$ cat src/rtl/eviction_buffer.sv
// -----------------------------------------------------------------------------
// eviction_buffer
//
// Write-back buffer between the L2 memory-side port and the cacheline adaptor.
// Dirty-line evictions from L2 are absorbed into a small circular FIFO in one
// cycle and drained to memory while the downstream port is otherwise idle.
// Line reads pass through to the adaptor. With forwarding enabled, a read that
// hits a buffered line is answered from the buffer.
//
// Optional feature macro: EVICTION_BUFFER_FWD_EN
//   defined   : read tag hits are answered from the buffer.
//   undefined : a hitting read waits in IDLE while drains run until no entry
//               matches, then goes to memory as an ordinary miss.
//
// Ports
//   clk, rst        clock, synchronous active-high reset
//   up_read_i       L2 line read request, held until up_resp_o
//   up_write_i      L2 eviction request, held until up_resp_o
//   up_address_i    line address, bits [4:0] ignored
//   up_wdata_i      eviction data
//   up_resp_o       one-cycle completion pulse towards L2
//   up_rdata_o      read data, valid while up_resp_o is high
//   dn_read_o       adaptor read request (registered)
//   dn_write_o      adaptor write request (registered)
//   dn_address_o    adaptor address, bits [4:0] always zero
//   dn_wdata_o      adaptor write data
//   dn_resp_i       adaptor completion pulse
//   dn_rdata_i      adaptor read data, valid with dn_resp_i
//   dbg_state_o     current FSM state (debug)
//   dbg_count_o     number of buffered lines (debug)
//
// Handshake: upstream requests are level-held by L2 until the one-cycle
// up_resp_o pulse; a request is never accepted in a cycle where up_resp_o is
// high, so the still-asserted request of the finishing transaction cannot be
// taken twice. Downstream requests are held with stable address/data until the
// adaptor pulses dn_resp_i, and drop in the following cycle.
// -----------------------------------------------------------------------------
module eviction_buffer #(
  parameter int DEPTH = 4
) (
  input  logic                     clk,
  input  logic                     rst,
  input  logic                     up_read_i,
  input  logic                     up_write_i,
  input  logic [31:0]              up_address_i,
  input  logic [255:0]             up_wdata_i,
  output logic                     up_resp_o,
  output logic [255:0]             up_rdata_o,
  output logic                     dn_read_o,
  output logic                     dn_write_o,
  output logic [31:0]              dn_address_o,
  output logic [255:0]             dn_wdata_o,
  input  logic                     dn_resp_i,
  input  logic [255:0]             dn_rdata_i,
  output logic [1:0]               dbg_state_o,
  output logic [$clog2(DEPTH):0]   dbg_count_o
);

  localparam int PW = $clog2(DEPTH);
  localparam int CW = PW + 1;
  localparam logic [CW-1:0] FULL_COUNT = CW'(DEPTH);

  localparam logic [1:0] S_IDLE  = 2'd0;
  localparam logic [1:0] S_DRAIN = 2'd1;
  localparam logic [1:0] S_FETCH = 2'd2;
  localparam logic [1:0] S_RESP  = 2'd3;

  // ---------------------------------------------------------------------------
  // State
  // ---------------------------------------------------------------------------
  logic [1:0]    state_q, state_d;
  logic [PW-1:0] head_q, head_d;
  logic [PW-1:0] tail_q, tail_d;
  logic [CW-1:0] count_q, count_d;
  logic [26:0]   tag_q  [DEPTH];
  logic [26:0]   tag_d  [DEPTH];
  logic [255:0]  data_q [DEPTH];
  logic [255:0]  data_d [DEPTH];

  logic          up_resp_q, up_resp_d;
  logic [255:0]  up_rdata_q, up_rdata_d;
  logic          dn_read_q, dn_read_d;
  logic          dn_write_q, dn_write_d;
  logic [31:0]   dn_addr_q, dn_addr_d;
  logic [255:0]  dn_wdata_q, dn_wdata_d;

  // ---------------------------------------------------------------------------
  // Tag lookup against the occupied FIFO slots
  // ---------------------------------------------------------------------------
  logic [26:0]      up_tag;
  logic [DEPTH-1:0] entry_valid;
  logic [DEPTH-1:0] tag_hit;
  logic             any_hit;

  assign up_tag = up_address_i[31:5];

  // Offset bits of the line address carry no information for this block.
  logic unused_addr_bits;
  assign unused_addr_bits = ^up_address_i[4:0];

  always_comb begin
    entry_valid = '0;
    tag_hit     = '0;
    for (int i = 0; i < DEPTH; i++) begin
      // A slot is occupied when its distance from head is below count.
      entry_valid[i] = {1'b0, PW'(PW'(i) - head_q)} < count_q;
      tag_hit[i]     = entry_valid[i] && (tag_q[i] == up_tag);
    end
    any_hit = |tag_hit;
  end

  // ---------------------------------------------------------------------------
  // Request qualification
  // ---------------------------------------------------------------------------
  logic read_pending;
  logic read_go;
  logic read_fwd;
  logic drain_start;
  logic head_busy;
  logic write_req;
  logic write_coalesce;
  logic write_push;
  logic pop;

  assign read_pending = up_read_i && !up_resp_q;

`ifdef EVICTION_BUFFER_FWD_EN
  logic [255:0] hit_data;

  always_comb begin
    hit_data = '0;
    for (int i = 0; i < DEPTH; i++) begin
      if (tag_hit[i]) hit_data = data_q[i];
    end
  end

  assign read_go  = read_pending && (state_q == S_IDLE);
  assign read_fwd = read_go && any_hit;
`else
  // A hitting read is held back so older buffered data reaches memory first.
  assign read_go  = read_pending && (state_q == S_IDLE) && !any_hit;
  assign read_fwd = 1'b0;
`endif

  assign drain_start = (state_q == S_IDLE) && (count_q != '0) && !read_go;
  assign pop         = (state_q == S_DRAIN) && dn_resp_i;

  // The head slot is frozen once its data has been (or is being) copied onto
  // the downstream write; a write to that tag must create a fresh entry.
  assign head_busy = (state_q == S_DRAIN) || drain_start;

  logic [DEPTH-1:0] coal_mask;
  logic             coal_any;
  logic [PW-1:0]    coal_idx;

  always_comb begin
    coal_mask = tag_hit;
    if (head_busy) coal_mask[head_q] = 1'b0;
    coal_any = |coal_mask;
    coal_idx = '0;
    for (int i = 0; i < DEPTH; i++) begin
      if (coal_mask[i]) coal_idx = PW'(i);
    end
  end

  assign write_req      = up_write_i && !up_resp_q;
  assign write_coalesce = write_req && coal_any;
  assign write_push     = write_req && !coal_any && (count_q != FULL_COUNT);

  // ---------------------------------------------------------------------------
  // FSM and pointer next-state
  // ---------------------------------------------------------------------------
  always_comb begin
    state_d    = state_q;
    head_d     = head_q;
    tail_d     = tail_q;
    count_d    = count_q;
    up_resp_d  = 1'b0;
    up_rdata_d = up_rdata_q;
    dn_read_d  = dn_read_q;
    dn_write_d = dn_write_q;
    dn_addr_d  = dn_addr_q;
    dn_wdata_d = dn_wdata_q;

    case (state_q)
      S_IDLE: begin
        if (read_fwd) begin
`ifdef EVICTION_BUFFER_FWD_EN
          up_resp_d  = 1'b1;
          up_rdata_d = hit_data;
`endif
        end else if (read_go) begin
          state_d   = S_FETCH;
          dn_read_d = 1'b1;
          dn_addr_d = {up_tag, 5'b0};
        end else if (drain_start) begin
          state_d    = S_DRAIN;
          dn_write_d = 1'b1;
          dn_addr_d  = {tag_q[head_q], 5'b0};
          dn_wdata_d = data_q[head_q];
        end
      end
      S_DRAIN: begin
        if (dn_resp_i) begin
          state_d    = S_IDLE;
          dn_write_d = 1'b0;
          head_d     = head_q + PW'(1);
        end
      end
      S_FETCH: begin
        if (dn_resp_i) begin
          state_d    = S_RESP;
          dn_read_d  = 1'b0;
          up_rdata_d = dn_rdata_i;
          up_resp_d  = 1'b1;
        end
      end
      S_RESP: begin
        state_d = S_IDLE;
      end
      default: begin
        state_d = S_IDLE;
      end
    endcase

    if (write_coalesce || write_push) up_resp_d = 1'b1;
    if (write_push) tail_d = tail_q + PW'(1);

    // Push and pop in the same cycle leave the occupancy unchanged.
    case ({write_push, pop})
      2'b10:   count_d = count_q + CW'(1);
      2'b01:   count_d = count_q - CW'(1);
      default: count_d = count_q;
    endcase
  end

  // ---------------------------------------------------------------------------
  // Entry storage (contents need no reset: occupancy is tracked by count)
  // ---------------------------------------------------------------------------
  always_comb begin
    tag_d  = tag_q;
    data_d = data_q;
    if (write_coalesce) data_d[coal_idx] = up_wdata_i;
    if (write_push) begin
      tag_d[tail_q]  = up_tag;
      data_d[tail_q] = up_wdata_i;
    end
  end

  always_ff @(posedge clk) begin
    tag_q  <= tag_d;
    data_q <= data_d;
  end

  always_ff @(posedge clk) begin
    if (rst) begin
      state_q    <= S_IDLE;
      head_q     <= '0;
      tail_q     <= '0;
      count_q    <= '0;
      up_resp_q  <= 1'b0;
      up_rdata_q <= '0;
      dn_read_q  <= 1'b0;
      dn_write_q <= 1'b0;
      dn_addr_q  <= '0;
      dn_wdata_q <= '0;
    end else begin
      state_q    <= state_d;
      head_q     <= head_d;
      tail_q     <= tail_d;
      count_q    <= count_d;
      up_resp_q  <= up_resp_d;
      up_rdata_q <= up_rdata_d;
      dn_read_q  <= dn_read_d;
      dn_write_q <= dn_write_d;
      dn_addr_q  <= dn_addr_d;
      dn_wdata_q <= dn_wdata_d;
    end
  end

  // ---------------------------------------------------------------------------
  // Outputs
  // ---------------------------------------------------------------------------
  assign up_resp_o    = up_resp_q;
  assign up_rdata_o   = up_rdata_q;
  assign dn_read_o    = dn_read_q;
  assign dn_write_o   = dn_write_q;
  assign dn_address_o = dn_addr_q;
  assign dn_wdata_o   = dn_wdata_q;
  assign dbg_state_o  = state_q;
  assign dbg_count_o  = count_q;

endmodule

$ cat config.mk
export PLATFORM = sky130hd
export DESIGN_NAME = eviction_buffer
export DESIGN_NICKNAME = d
export VERILOG_FILES = /design/src/rtl/eviction_buffer.sv
export SDC_FILE = /design/constraint.sdc
export NUM_CORES = 2
export LEC_CHECK = 0
export ABC_AREA = 1
export ABC_CLOCK_PERIOD_IN_PS = 6700
export BUFFER_PORTS_ARGS = -buffer_cell sky130_fd_sc_hd__buf_2
export CORE_AREA = 2 2 424 426
export CTS_CLUSTER_SIZE = 8
export DETAILED_ROUTE_END_ITERATION = 10
export DIE_AREA = 0 0 426 428
export GPL_ROUTABILITY_DRIVEN = 0
export PLACE_DENSITY = 0.69
export SYNTH_ARGS = -nofsm -noshare
export SYNTH_HDL_FRONTEND = slang
export SYNTH_SLANG_ARGS = --single-unit
$ cat constraint.sdc
create_clock -name clk -period 6.7 [get_ports clk]
set_clock_uncertainty 0.2 [all_clocks]
set_input_delay 0.335 -clock clk [delete_from_list [all_inputs] [get_ports clk]]
set_output_delay 0.335 -clock clk [all_outputs]
set_load 0.03 [all_outputs]
==> flow_summary.ini <==
[critical_path]
critPathKind = register to register
critPathSlowestCell = buf_4
worst_setup_path_start_kind = register
cp_top_family = buffers and inverters
r2r_slack_ns = 1.09
critical_path_arrival_ns = 6.18
cp_slowest_stage_delay_ns = 0.97
cp_num_buf_inv = 4
timing.rr.start = head_q[1]$_SDFFE_PP0P_
worstPathRequired_ns = 7.27
cpMostUsedCell = nand2_1
crit_start = head_q[1]$_SDFFE_PP0P_
critPathMaxFanout = 72
path_cells = inv_8 -> ha_1 -> inv_1 -> ha_1 -> nand3_1 -> nand2_1 -> nor2_1 -> nand3_1 -> nor2_1 -> nor2_1 -> nand3_4 -> nand2_4 -> nand2_2 -> nand2_1 -> nand2_1 -> nand2_2 -> nor2_4 -> nand3_4 -> buf_4 -> buf_4 -> nand3_1 -> nand2_1
endpoint_kind = register

[floorplanning]
ios = 1101
initial_core_util_pct = 37.6
die-width_um = 426
die_area_sq_mm = 0.182
rows = 155
die_h_um = 428
core_sq_mm = 0.178

[drt]
routed_via_density = 5.48
via_count = 71000
antenna_left = 0
firstDrtPassIters = 9
drcViolationCount = 0
totalWireLength_um = 285000
drt_iter0_drc = 7206
wl_per_cell_um = 22.0

[logic_synthesis]
yosysUniqueCellTypes = 35
yosysTopAreaCellShare_pct = 47.2
avgSynthCellArea_sq_um = 7.37
netlist_area_sq_mm = 0.0668
synth.most_common_cell = nand2_1
synth_common_cells = 2858 x nand2_1, 1575 x dfxtp_1, 1107 x nor2_1
syn_inst = 9071
synth_top_cell_by_area = dfxtp_1
synth-edff-count = 108
synth_seq_cells = 1683
yosys_warnings = 0
synthTopCellsByArea = dfxtp_1 47%, nand2_1 16%, nand3_1 7.8%, o21ai_0 6.2%, nor2_1 6.2%
async_flop_share_pct = 0
ys.flop_type = dfxtp_1
synth.yosys.seq_area_share_pct = 52.0

[layout]
syn_to_final_growth_pct = 30.4
seq_area_sq_mm = 0.0348
final_core_util_pct = 49.1
drive_above_1_share_pct = 14.0
multi_input_area_sq_mm = 0.0287
fill_cells = 16500
fin_nets = 11100

[cts]
clock-sinks = 1683
clk_pin_slew_ns = 0.06
tritoncts = built
cts_resized = 0
clk_latency_ns = 0.87
clk_path_buf_depth = 3
cts_inserted_buffers = 230
htreeDepth = 4
postCtsSetupRepairBufs = 0
postCtsHoldBufs = 731
root_buffer = clkbuf_16

[timing]
worst_slew_pin_slew_ns = 1.27
setup_tns_ns = 0
finalSetupViolations = 0
final-max-slew-violation-count = 0
max_slew_margin_pct = 15.1
rsz0062_at_grt = no
finalHoldViolCount = 0
final.period_utilization_pct = 83.8
period_minus_slack_ns = 5.61
fmax_mhz = 178

[global_routing]
grt_max_degree = 209
grt_pass1_wl_um = 419000
grt.total_usage_pct = 29.8
gr-total-overflow = 0
grt_pass1_vias = 68100
antenna_found_initial = 61

[power_and_ir_drop]
ir_drop_mv = 0.239
power_leakage_nw = 40.0
p_per_area_mw_per_mm2 = 376
switchingPower_mw = 10.8
power_frac_clock_pct = 32.4
seqPwrFrac_pct = 44.3
p_comb_share_pct = 23.4
p_sw_share_pct = 32.9
internal_power_mw = 22.0

[min_path]
hp-class = primary input to register
hold_start = up_wdata_i[203]

[outcome]
outcome = completed

[placed_design]
dpl.hpwl_um = 165000
port_buffers = 1090

[flow_run]
drv_cap = 0
final timing paths:
check | end | depth (start not counted)
max | data_q[123]$_DFF_P_ | 22
min | data_q[971]$_DFF_P_ | 4
max reg2reg | data_q[123]$_DFF_P_ | 22
min reg2reg | up_rdata_o[36]$_SDFFE_PP0P_ | 2
layer usage:
metal / wire (um) / global-route usage (%) / vias up / part of all wire [%]
li1: - / - / 32500 / -
met1: 99700 / 32.9 / 33400 / 35
met2: 131000 / 47.5 / 4118 / 46
met3: 24500 / 6.14 / 1039 / 8.6
met4: 30000 / 28.4 / 0 / 11
met5: 0 / 0 / - / 0
worst register-to-register path, delay by kind of cell (launching register included):
family | cells | cell delay [ns]
fa+ha+maj | 2 | 0.69
buf+inv | 4 | 2.11
flops | 1 | 0.70
simple gates | 16 | 1.84
kinds of logic (layout without fill, tap and decap cells):
logic type	Yosys count	in the layout	synth area share (%)
AOI/OAI and AO/OA	1454	1454	11.5
xor gates and xnor gates	40	40	0.524
adders and majority gates	14	14	0.273
buffers and inverters	839	2300	5.19
DFF	1683	1683	52.0
other	1	74	0.00561
and+or+nand+nor	5040	5040	30.4
area by class of cell:
class                           instances  area share [%]
Timing Repair Buffer                 1905            15.8
Inverter                              120           0.560
Tap cell                             2355            3.38
Clock inverter                         14           0.383
Multi-Input combinational cell       6553            32.9
Clock buffer                          261            6.84
Sequential cell                      1683            39.9
Antenna cell                           69           0.198
sequential cells by signal (all words and copies together), names as in the netlist:
| register | cells |
|---|---|
| dn_read_o | 1 |
| up_rdata_o | 256 |
| head_q | 2 |
| dbg_state_o | 2 |
| data_q | 1024 |
| tag_q | 108 |
| dn_write_o | 1 |
| up_resp_o | 1 |
| dbg_count_o | 3 |
| dn_address_o | 27 |
| dn_wdata_o | 256 |
| tail_q | 2 |
metrics by stage:
step | instances | area [sq um] | power [mW] | setup slack (ns) | hold WS, ns
final | 13000 | 87200 | 32.8 | 1.09 | 0.0548
after global routing | 12900 | 87100 | 34.3 | 0.867 | 0.0357
after CTS | 12900 | 87000 | 32.7 | 1.18 | 0.000275
after detailed placement | 11900 | 73400 | 21.7 | 1.22 | 0.252
after global placement | 11900 | 73400 | 21.4 | 1.31 | 0.251
after floorplan | 9075 | 66800 | 19.3 | 2.13 | 0.234
power groups by stage:
stage	sequential, mW	combinational [mW]	clock, mW
after floorplan	15.3	4.01	0
after global placement	14.5	6.91	0
after detailed placement	14.6	7.09	0
after CTS	14.5	7.52	10.7
after global routing	14.8	8.39	11.1
final	14.5	7.65	10.6
cell usage in the layout (no fill, tap or decap), types with 10 or more instances in the layout:
master / synthesis / layout
clkbuf_1: 427 / 24
inv_1: 94 / 94
a31oi_1: 283 / 283
nand2_1: 2858 / 2854
dlygate4sd3_1: 0 / 731
buf_2: 187 / 1089
buf_4: 23 / 55
xnor2_1: 30 / 30
inv_2: 23 / 20
nor2_1: 1107 / 1107
xor2_1: 10 / 10
diode_2: 0 / 69
clkbuf_16: 0 / 232
ha_1: 13 / 13
nand3_1: 1048 / 1048
buf_12: 0 / 29
a21oi_1: 307 / 307
o21ai_0: 833 / 833
dfxtp_1: 1575 / 1573
edfxtp_1: 108 / 108
o211ai_1: 22 / 22
(Power assumes the default switching activity.)
